File: src/rtl/bp_be_pkg.sv
// Shared backend types for fence sequencing: fence kinds, sequencer states and FE fence ops.
package bp_be_pkg;

    typedef enum logic [1:0] {
        e_fence      = 2'd0,
        e_fencei     = 2'd1,
        e_sfence_vma = 2'd2
    } bp_be_fence_type_e;

    typedef enum logic [2:0] {
        e_fseq_idle    = 3'd0,
        e_fseq_drain   = 3'd1,
        e_fseq_flush   = 3'd2,
        e_fseq_send    = 3'd3,
        e_fseq_wait_fe = 3'd4,
        e_fseq_done    = 3'd5
    } bp_be_fence_state_e;

    localparam logic [1:0] e_fe_op_none         = 2'd0;
    localparam logic [1:0] e_fe_op_icache_fence = 2'd1;
    localparam logic [1:0] e_fe_op_itlb_fence   = 2'd2;

endpackage

File: src/rtl/bp_be_fence_watchdog.sv
// Saturating wait-cycle counter with synchronous clear and a sticky overflow flag.
// The flag sets on the edge where the count reaches timeout_p and holds until reset.
module bp_be_fence_watchdog #(
    parameter int timeout_p = 4096
) (
    input  logic                               clk_i,
    input  logic                               reset_n_i,
    input  logic                               clear_i,
    input  logic                               en_i,
    output logic [$clog2(timeout_p+1)-1:0]     count_o,
    output logic                               timeout_o
);

    localparam int                    cnt_width_lp = $clog2(timeout_p+1);
    localparam logic [cnt_width_lp-1:0] cnt_max_lp = cnt_width_lp'(timeout_p);
    localparam logic [cnt_width_lp-1:0] cnt_pre_lp = cnt_width_lp'(timeout_p - 1);

    logic [cnt_width_lp-1:0] r_cnt;
    logic                    r_timeout;
    logic                    w_inc;

    assign w_inc = en_i && !clear_i && (r_cnt != cnt_max_lp);

    always_ff @(posedge clk_i or negedge reset_n_i) begin
        if (!reset_n_i) begin
            r_cnt     <= '0;
            r_timeout <= 1'b0;
        end else begin
            if (clear_i) begin
                r_cnt <= '0;
            end else if (w_inc) begin
                r_cnt <= r_cnt + 1'b1;
            end
            if (w_inc && (r_cnt == cnt_pre_lp)) begin
                r_timeout <= 1'b1;
            end
        end
    end

    assign count_o   = r_cnt;
    assign timeout_o = r_timeout;

endmodule

File: src/rtl/bp_be_fence_sequencer.sv
// Sequences committed fence / fence.i / sfence.vma: drain D$, optional D-TLB flush, FE command, wait, done.
// Outputs are pure decodes of registered state; dispatch is held (busy_o) in every non-idle state.
module bp_be_fence_sequencer
    import bp_be_pkg::*;
#(
    parameter int vaddr_width_p = 39,
    parameter int timeout_p     = 4096
) (
    input  logic                     clk_i,
    input  logic                     reset_n_i,
    input  logic                     fence_v_i,
    output logic                     fence_ready_o,
    input  logic [1:0]               fence_type_i,
    input  logic [vaddr_width_p-1:0] fence_npc_i,
    output logic                     busy_o,
    input  logic                     credits_empty_i,
    input  logic                     dcache_idle_i,
    output logic                     dtlb_flush_o,
    output logic                     fe_cmd_v_o,
    output logic [1:0]               fe_cmd_op_o,
    output logic [vaddr_width_p-1:0] fe_cmd_pc_o,
    input  logic                     fe_cmd_ready_i,
    input  logic                     fe_cmd_fence_i,
    output logic                     fence_done_o,
    output logic                     timeout_o
);

    localparam int wd_width_lp = $clog2(timeout_p+1);

    bp_be_fence_state_e        r_state;
    bp_be_fence_state_e        w_state_n;
    logic [1:0]                r_type;
    logic [vaddr_width_p-1:0]  r_pc;
    logic                      w_accept;
    logic                      w_counting;
    logic [wd_width_lp-1:0]    w_wd_cnt;
    logic                      w_wd_timeout;

    always_ff @(posedge clk_i or negedge reset_n_i) begin
        if (!reset_n_i) begin
            r_state <= e_fseq_idle;
        end else begin
            r_state <= w_state_n;
        end
    end

    always_ff @(posedge clk_i or negedge reset_n_i) begin
        if (!reset_n_i) begin
            r_type <= 2'd0;
            r_pc   <= '0;
        end else if (w_accept) begin
            r_type <= fence_type_i;
            r_pc   <= fence_npc_i;
        end
    end

    always_comb begin
        w_state_n = r_state;
        w_accept  = 1'b0;
        case (r_state)
            e_fseq_idle: begin
                if (fence_v_i) begin
                    w_accept  = 1'b1;
                    w_state_n = e_fseq_drain;
                end
            end
            e_fseq_drain: begin
                if (credits_empty_i && dcache_idle_i) begin
                    if (r_type == e_sfence_vma) begin
                        w_state_n = e_fseq_flush;
                    end else if (r_type == e_fencei) begin
                        w_state_n = e_fseq_send;
                    end else begin
                        w_state_n = e_fseq_done;
                    end
                end
            end
            e_fseq_flush: w_state_n = e_fseq_send;
            e_fseq_send: begin
                if (fe_cmd_ready_i) begin
                    w_state_n = e_fseq_wait_fe;
                end
            end
            e_fseq_wait_fe: begin
                // Count is zero only in the first WAIT_FE cycle, where fe_cmd_fence_i may not have risen yet.
                if ((w_wd_cnt != '0) && !fe_cmd_fence_i) begin
                    w_state_n = e_fseq_done;
                end
            end
            e_fseq_done: w_state_n = e_fseq_idle;
            default:     w_state_n = e_fseq_idle;
        endcase
    end

    // Counter is held clear outside DRAIN/WAIT_FE, so it starts from zero on entry to either.
    assign w_counting = (r_state == e_fseq_drain) || (r_state == e_fseq_wait_fe);

    bp_be_fence_watchdog #(
        .timeout_p (timeout_p)
    ) u_watchdog (
        .clk_i     (clk_i),
        .reset_n_i (reset_n_i),
        .clear_i   (!w_counting),
        .en_i      (w_counting),
        .count_o   (w_wd_cnt),
        .timeout_o (w_wd_timeout)
    );

    assign fence_ready_o = (r_state == e_fseq_idle);
    assign busy_o        = (r_state != e_fseq_idle);
    assign dtlb_flush_o  = (r_state == e_fseq_flush);
    assign fe_cmd_v_o    = (r_state == e_fseq_send);
    assign fe_cmd_op_o   = (r_state != e_fseq_send)  ? e_fe_op_none :
                           (r_type == e_sfence_vma)  ? e_fe_op_itlb_fence :
                                                       e_fe_op_icache_fence;
    assign fe_cmd_pc_o   = r_pc;
    assign fence_done_o  = (r_state == e_fseq_done);
    assign timeout_o     = w_wd_timeout;

endmodule

File: config.mk
export PLATFORM = sky130hd
export DESIGN_NAME = bp_be_fence_sequencer
export DESIGN_NICKNAME = d
export VERILOG_FILES = /design/src/rtl/bp_be_pkg.sv /design/src/rtl/bp_be_fence_watchdog.sv /design/src/rtl/bp_be_fence_sequencer.sv
export SDC_FILE = /design/constraint.sdc
export NUM_CORES = 1
export LEC_CHECK = 0
export ABC_AREA = 0
export BUFFER_PORTS_ARGS = -buffer_cell sky130_fd_sc_hd__buf_2
export CAP_MARGIN = 10
export CORE_ASPECT_RATIO = 1.1
export CORE_MARGIN = 2
export CORE_UTILIZATION = 40
export DETAILED_ROUTE_END_ITERATION = 6
export PLACE_DENSITY = 0.69
export RECOVER_POWER = 100
export SLEW_MARGIN = 15
export SYNTH_ARGS = -nofsm -noshare
export SYNTH_HDL_FRONTEND = slang
export SYNTH_SLANG_ARGS = --single-unit
File: constraint.sdc
create_clock -name clk_i -period 2 [get_ports clk_i]
set_input_delay 0.1 -clock clk_i [delete_from_list [all_inputs] [get_ports clk_i]]
set_output_delay 0.1 -clock clk_i [all_outputs]
set_load 0.05 [all_outputs]
* Yosys cells after proc, flatten, opt, wreduce, memory -nomap -nowiden *
Cells that the tools add are included.

word-level totals
  register bits = 58
  bits of input ports = 48
  output and inout bits = 47
  logic and storage cells = 44

cells by class
  $add $sub $neg = 1
  equality and inequality tests = 15
  muxes and demuxes = 13
  reduce and logical (&&, ||, !) cells = 10

operator list
  operator                                                                  number
  13-bit two-way mux                                                        2
  3-bit two-way mux                                                         6
  3-bit case mux with 5 select lines                                        1
  13-bit by 1-bit adder with 13-bit output (second input constant)          1
  13-bit by 12-bit == test with 1-bit output (second input constant)        1
  13-bit inequality test (second input constant)                            1
  13-bit nonzero test                                                       1
  2-bit inequality test (second input constant)                             4
  3-bit by 2-bit == test with 1-bit output (second input constant)          2
  3-bit == test (second input constant)                                     2
  1-bit logical AND                                                         4
  2-bit two-way mux                                                         2
  4-bit AND reduction                                                       1
  3-bit by 1-bit == test with 1-bit output (second input constant)          1
  3-bit logical NOT                                                         1
  3-bit by 2-bit inequality test with 1-bit output (second input constant)  1
  3-bit nonzero test                                                        1
  2-bit by 1-bit == test with 1-bit output (second input constant)          1
  2-bit == test (second input constant)                                     1
  1-bit two-way mux                                                         2
  2-bit by 1-bit inequality test with 1-bit output (second input constant)  1
  1-bit logical NOT                                                         1
  1-bit logical OR                                                          1

* Logic depth before layout (Yosys ltp) *
Gate-level depths: netlist (run 1).

  depth after elaboration = 5
  mapped depth = 6
  gate-level depth less buffers = 5

* Hierarchy *
A second synthesis (run 1) with hierarchy kept.

second synthesis, totals
  cells, all modules = 216
  area total of the unflattened synthesis = 2,850.2 um^2

by module, submodules not included
  module                 instances  cells an instance  area each (um^2)
  bp_be_fence_sequencer  1          132                2,040.7
  bp_be_fence_watchdog   1          84                 809.5

* Worst setup path before layout (run 1) *
OpenSTA, ideal clock, no wires.

  path kind = flip-flop to output port
  start = register r_state[1]
  end = output fe_cmd_op_o[0]
  data arrival time = 2.642 ns
  data required time = 1.900 ns
  setup slack = -0.742 ns
  cell stages (with the launch flop) = 5
  buffers on the path = 1
  path through = dfrtp_1 buf_2 inv_1 nor3b_1 nor2b_1

between the ends
  cells in the longest elaborated chain, start to end = 2

RTL lines
  element                                           RTL line                      RTL
  start: declaration                                bp_be_fence_sequencer.sv:30   bp_be_fence_state_e r_state;
  start signal: assignment                          bp_be_fence_sequencer.sv:41   r_state <= e_fseq_idle;
  start signal: assignment                          bp_be_fence_sequencer.sv:43   r_state <= w_state_n;
  3-bit by 2-bit inequality test with 1-bit output  bp_be_fence_sequencer.sv:113  assign fe_cmd_op_o = (r_state != e_fseq_send) ? e_fe_op_none :
  2-bit two-way mux                                 bp_be_fence_sequencer.sv:113
  end: declaration                                  bp_be_fence_sequencer.sv:20   output logic [1:0] fe_cmd_op_o,

No other way between the ends.

* Worst setup path in the final report (run 1) *
  start = register r_state[1]
  end = register r_pc[5], in the netlist fe_cmd_pc_o[5]

between the ends
  cells in the longest elaborated chain, start to end = 2

RTL lines
  element                 RTL line                     RTL
  3-bit logical NOT       bp_be_fence_sequencer.sv:60  case (r_state)
  1-bit two-way mux       bp_be_fence_sequencer.sv:60
  end signal: assignment  bp_be_fence_sequencer.sv:53  r_pc <= fence_npc_i;
  end: declaration        bp_be_fence_sequencer.sv:33  logic [vaddr_width_p-1:0] r_pc;

No other way between the ends.
A chain may end at the register's enable or synchronous reset.

==> results.ini, run 1 <==
[synth]
synth_area_sq_um = 2601
synthTopCellsByArea = dfrtp_1, mux2_2, nand3_1
yosys.area.top_type_share_pct = 55.80
synth.distinct_cells = 40
avgSynthCellArea_sq_um = 12.81
synth.yosys.warnings = 0
synth_edf_count = 0
synth_fp_nets = 254
yosysTopAreaCell = dfrtp_1
ys_ff_latch = 58
syn_inst = 203
synth_flop_cell = dfrtp_1
async_flop_share_pct = 100.0
seq_area_frac_synth_pct = 55.80

[sta]
relSlewSlack_pct = 18.93
rsz0062_at_grt = false
worstMarginPinSlew_ns = 1.216
final_max_slew_viol_count = 0
finalSetupViolCount = 0
fin_crit_sh_pct = 93.29
fmax_mhz = 536.0
hold_viol_final = 0
setup_tns_ns = 0
period_minus_slack_ns = 1.866
skew_ns = 0.006790

[worst_setup_path]
critPathCaptureType = flip-flop
path_class = reg -> reg
crit_fanout = 41
r2r-start = r_state[1]
slowest_delay_ns = 0.49
cp-startpoint = r_state[1]
start_kind = flip-flop
arrival_ns = 2.06
r2r_slack_ns = 0.13
critPathRequiredTime_ns = 2.20
crit_slowest_cell = dfrtp_1
worstPathCellList = nor3_1 > and2_2 > buf_12 > mux2_2

[min_path]
hold_path.startpoint = fence_npc_i[10]
min_path_type = in -> reg

[die]
die_y_microns = 88.58
dieArea_sq_um = 7165
core-area_sq_um = 6231
num_rows = 30
initial_core_util_pct = 41.75
die_x_microns = 80.89
ios = 95

[placement]
place_area_sq_um = 3179
dpl.hpwl_mm = 3.901
place.gp.congestion = 0.8044
io_buffers = 94

[drt]
routed.top_layer = met4
wl_met1_mm = 2.313
ant_nets = 0
wl_met3_microns = 280
num_vias = 2119
drc = 0
wl_per_cell_microns = 13.97
wl_met2_mm = 3.146
drt_iter0_drc = 101
vias_per_cell = 5.045
routed_wl_mm = 5.868
first_pass_iters = 5

[cells_and_area]
mostFrequentLayoutCells = dfrtp_1, buf_2, clkbuf_1
finalCoreUtilization_pct = 58.53
post-route-cell-area_sq_um = 3647
layout_commonest_cell = dfrtp_1
area_delta_synth_final_pct = 40.21
nNetsFinal = 387
drive_above_1_share_pct = 35.29
antennaDiodeCount = 0

[global_route]
grt_pass1_vias = 2079
grt_pass1_wl_mm = 9.604
grt_max_degree = 42
grt.total_usage_pct = 17.59
grt-ovfl-total = 0
antenna_found_initial = 0

[clock_tree]
clockBufferDepth = 2
cts_max_level = 3
cts-root-buf = clkbuf_8
clk_pin_slew_ns = 0.06
tritoncts = yes
cts_buffers = 9
cts_sinks = 58
insertion_delay_ns = 0.32

[power_and_ir_drop]
power.density_nw_per_um2 = 1768
p_leak_uw = 0.001602
max-vdd-ir-drop_mv = 1.196
finalPower_uw = 6449

[run_status]
status = completed

[run]
cap_violations = 0

## registers in the layout (all words and copies together), names as in the netlist
register              flops
u_watchdog.timeout_o      1
r_type                    2
u_watchdog.count_o       13
fe_cmd_pc_o              39
r_state                   3
## cell usage after synthesis (2+ instances only)
| master | number |
|---|---|
| dfrtp_1 | 58 |
| mux2_2 | 38 |
| nand3_1 | 14 |
| inv_1 | 8 |
| nand2_1 | 7 |
| a21oi_1 | 6 |
| buf_4 | 6 |
| o21ai_0 | 5 |
| or4_1 | 5 |
| mux2i_1 | 4 |
| nor2_1 | 4 |
| o31ai_1 | 4 |
| buf_2 | 3 |
| ha_1 | 3 |
| nor2b_1 | 3 |
| or3_1 | 3 |
| and2_1 | 2 |
| mux2_1 | 2 |
| nand4b_1 | 2 |
| nor3b_1 | 2 |
| nor4_1 | 2 |
| o22ai_1 | 2 |
| or4b_1 | 2 |
| xor2_1 | 2 |
## cell families (layout without fill, tap and decap cells)
group                      count (synthesis)  in the layout  synth area share (%)
muxes                                     44             44                 18.86
DFF                                       58             58                 55.80
adders and majority gates                  3              3                 1.443
buffers and inverters                     18            155                 3.607
AOI/OAI and AO/OA                         21             21                 4.955
and+or+nand+nor                           56             56                 14.05
xor gates and xnor gates                   3              3                 1.299
## report_power, final
| part | switching, uW | leakage (uW) | internal (uW) |
|---|---|---|---|
| sequential | 281 | 0.000716 | 1660 |
| clock | 429 | 0.000112 | 726 |
| combinational | 2410 | 0.000774 | 946 |
| total | 3120 | 0.00160 | 3330 |
## cell type report
type | count | area (sq um)
inverter | 8 | 33.78
tap | 80 | 100.1
sequential | 58 | 1451
timing repair buffer | 132 | 807.0
clock buffer | 10 | 137.6
multi-input combinational | 127 | 1039
clock inverter | 5 | 78.83
fill | 553 | 2584
## repair_timing
| action | CTS | global route |
|---|---|---|
| hold buffers | 31 | 0 |
| hold endpoints to repair | 50 | 0 |
| setup endpoints to repair | 0 | 2 |
| resized for setup | 0 | 1 |
| buffers inserted | 0 | 2 |
## critical path, delay by kind of cell, from the launching register on
kind          cells  cell delay (ns)
mux               1             0.37
buf+inv           1             0.21
flops             1             0.49
simple gates      2             0.63
## metrics by stage
step	hold WS, ns	setup slack (ns)	std cells
6_report	0.02427	0.1343	420
5_1_grt	0.001513	0.04365	420
2_1_floorplan	-0.1956	-0.001680	203
4_1_cts	0.0001483	0.01397	418
3_5_place_dp	0.09156	0.2382	372
3_3_place_gp	0.09631	0.3273	372
## worst paths after layout
path                       depth (start not counted)                     end
setup / recovery                                   4          fe_cmd_pc_o[5]
hold / removal                                     2         fe_cmd_pc_o[10]
setup reg to reg                                   4          fe_cmd_pc_o[5]
hold reg to reg                                    1    u_watchdog.timeout_o
max in group asynchronous                          3         fe_cmd_pc_o[20]
min in group asynchronous                          2  u_watchdog.count_o[12]
## layer usage
metal | global-route usage, % | vias to the layer above
met5 | 0 | -
met4 | 9.399 | 0
met3 | 3.878 | 12
met2 | 30.28 | 74
met1 | 20.45 | 1028
li1 | - | 1005
No activity file was read; power rests on OpenSTA's default activity.
==> run 2: changes to the inputs <==
CORE_ASPECT_RATIO = not set   (was 1.1)
==> results.ini, run 2 (synthesis results as in run 1) <==
[run_status]
status = completed

[die]
initial_core_util_pct = 41.20
die_x_microns = 84.64
die_y_microns = 84.64
ios = 95
num_rows = 29
dieArea_sq_um = 7164
core-area_sq_um = 6314

[run]
cap_violations = 0

[global_route]
grt_max_degree = 59
grt_pass1_wl_mm = 10.27
grt-ovfl-total = 0
antenna_found_initial = 0
grt.total_usage_pct = 18.02
grt_pass1_vias = 2236

[clock_tree]
cts-root-buf = clkbuf_8
insertion_delay_ns = 0.32
clk_pin_slew_ns = 0.07
cts_buffers = 9
cts_max_level = 3
postCtsSetupBuffers = 0
clockBufferDepth = 2
tritoncts = yes
cts_sinks = 58

[drt]
drc = 0
wl_per_cell_microns = 14.45
num_vias = 2183
drt_iter0_drc = 130
routed_wl_mm = 6.171
vias_per_cell = 5.112
ant_nets = 0
first_pass_iters = 4

[placement]
place.gp.congestion = 0.8368
io_buffers = 94
dpl.hpwl_mm = 3.834
place_ws_ns = 0.3155

[worst_setup_path]
arrival_ns = 2.04
crit_fanout = 6
path_class = reg -> reg
slowest_delay_ns = 0.53
critPathCaptureType = flip-flop
critPathBufInv = 1
crit_family = simple AND/OR/NAND/NOR gates
critPathRequiredTime_ns = 2.25
worstPathCellList = inv_1 > ha_1 > or4b_1 > nor4_1 > mux2i_1
crit_slowest_cell = or4b_1
start_kind = flip-flop

[cells_and_area]
final.fill_count = 553
multi_input_area_sq_um = 1046
drive_above_1_share_pct = 33.71
largest_register_ff_count = 39
area_delta_synth_final_pct = 44.40
antennaDiodeCount = 0
nNetsFinal = 396
layout_commonest_cell = dfrtp_1
final-seq-area_sq_um = 1451
mostFrequentLayoutCells = dfrtp_1, buf_2, clkbuf_1

[sta]
fmax_mhz = 559.8
finalSetupViolCount = 0
worstMarginPinSlew_ns = 1.388
relSlewSlack_pct = 7.489
fin_crit_sh_pct = 89.32
final_max_slew_viol_count = 0
setup_tns_ns = 0
skew_ns = 0.004432
hold_viol_final = 0
layout_setup_ws_ns = 0.2136
worst_hold_slack_ns = 0.02418
period_minus_slack_ns = 1.786
rsz0062_at_grt = false

[power_and_ir_drop]
max-vdd-ir-drop_mv = 1.182
p_leak_uw = 0.001649
power.density_nw_per_um2 = 1778
finalPower_uw = 6677

[min_path]
min_path_type = in -> reg

[run 2: path summary, 6_finish.rpt]
check	slack, ns	startpoint	depth (start not counted)	end
worst max-delay path	0.21	u_watchdog.count_o[0]	5	u_watchdog.count_o[0]
worst min-delay path	0.02	fence_npc_i[13]	2	fe_cmd_pc_o[13]
worst max register to register	0.21	u_watchdog.count_o[0]	5	u_watchdog.count_o[0]
worst min register to register	0.48	fe_cmd_pc_o[35]	1	fe_cmd_pc_o[35]
max in group asynchronous	0.45	reset_n_i	3	u_watchdog.count_o[5]
min in group asynchronous	0.72	reset_n_i	3	fe_cmd_pc_o[18]
[run 2: metal layers]
layer | GRT usage (%) | routed length (microns)
met5 | 0 | 0
met4 | 7.648 | 166
met3 | 5.408 | 338
met2 | 31.93 | 3363
met1 | 20.04 | 2302
[run 2: per-stage QoR]
stage	instances	instance area [sq um]	util, %
floorplan	203	2609	-
detailed placement	371	3191	50.54
CTS	427	3842	60.86
global placement	371	3191	50.54
finish	427	3756	59.49
global route	427	3756	59.49
[run 2: report_power, final]
part	internal (uW)	leakage, uW	total (uW)	switching [uW]
Clock	892	0.000129	1350	460
Sequential	1660	0.000716	1930	273
Combinational	952	0.000803	3390	2440
[run 2: area by class of cell]
class | count | share of cell area (%)
Sequential cell | 58 | 38.64
Multi-Input combinational cell | 127 | 27.85
Timing Repair Buffer | 141 | 23.45
Clock buffer | 11 | 4.031
Clock inverter | 5 | 2.665
Tap cell | 77 | 2.565
Inverter | 8 | 0.7995
[run 2: timing repair]
action                    CTS  global route
hold buffers               40             0
hold endpoints to repair   97             0
resized for setup           0             0
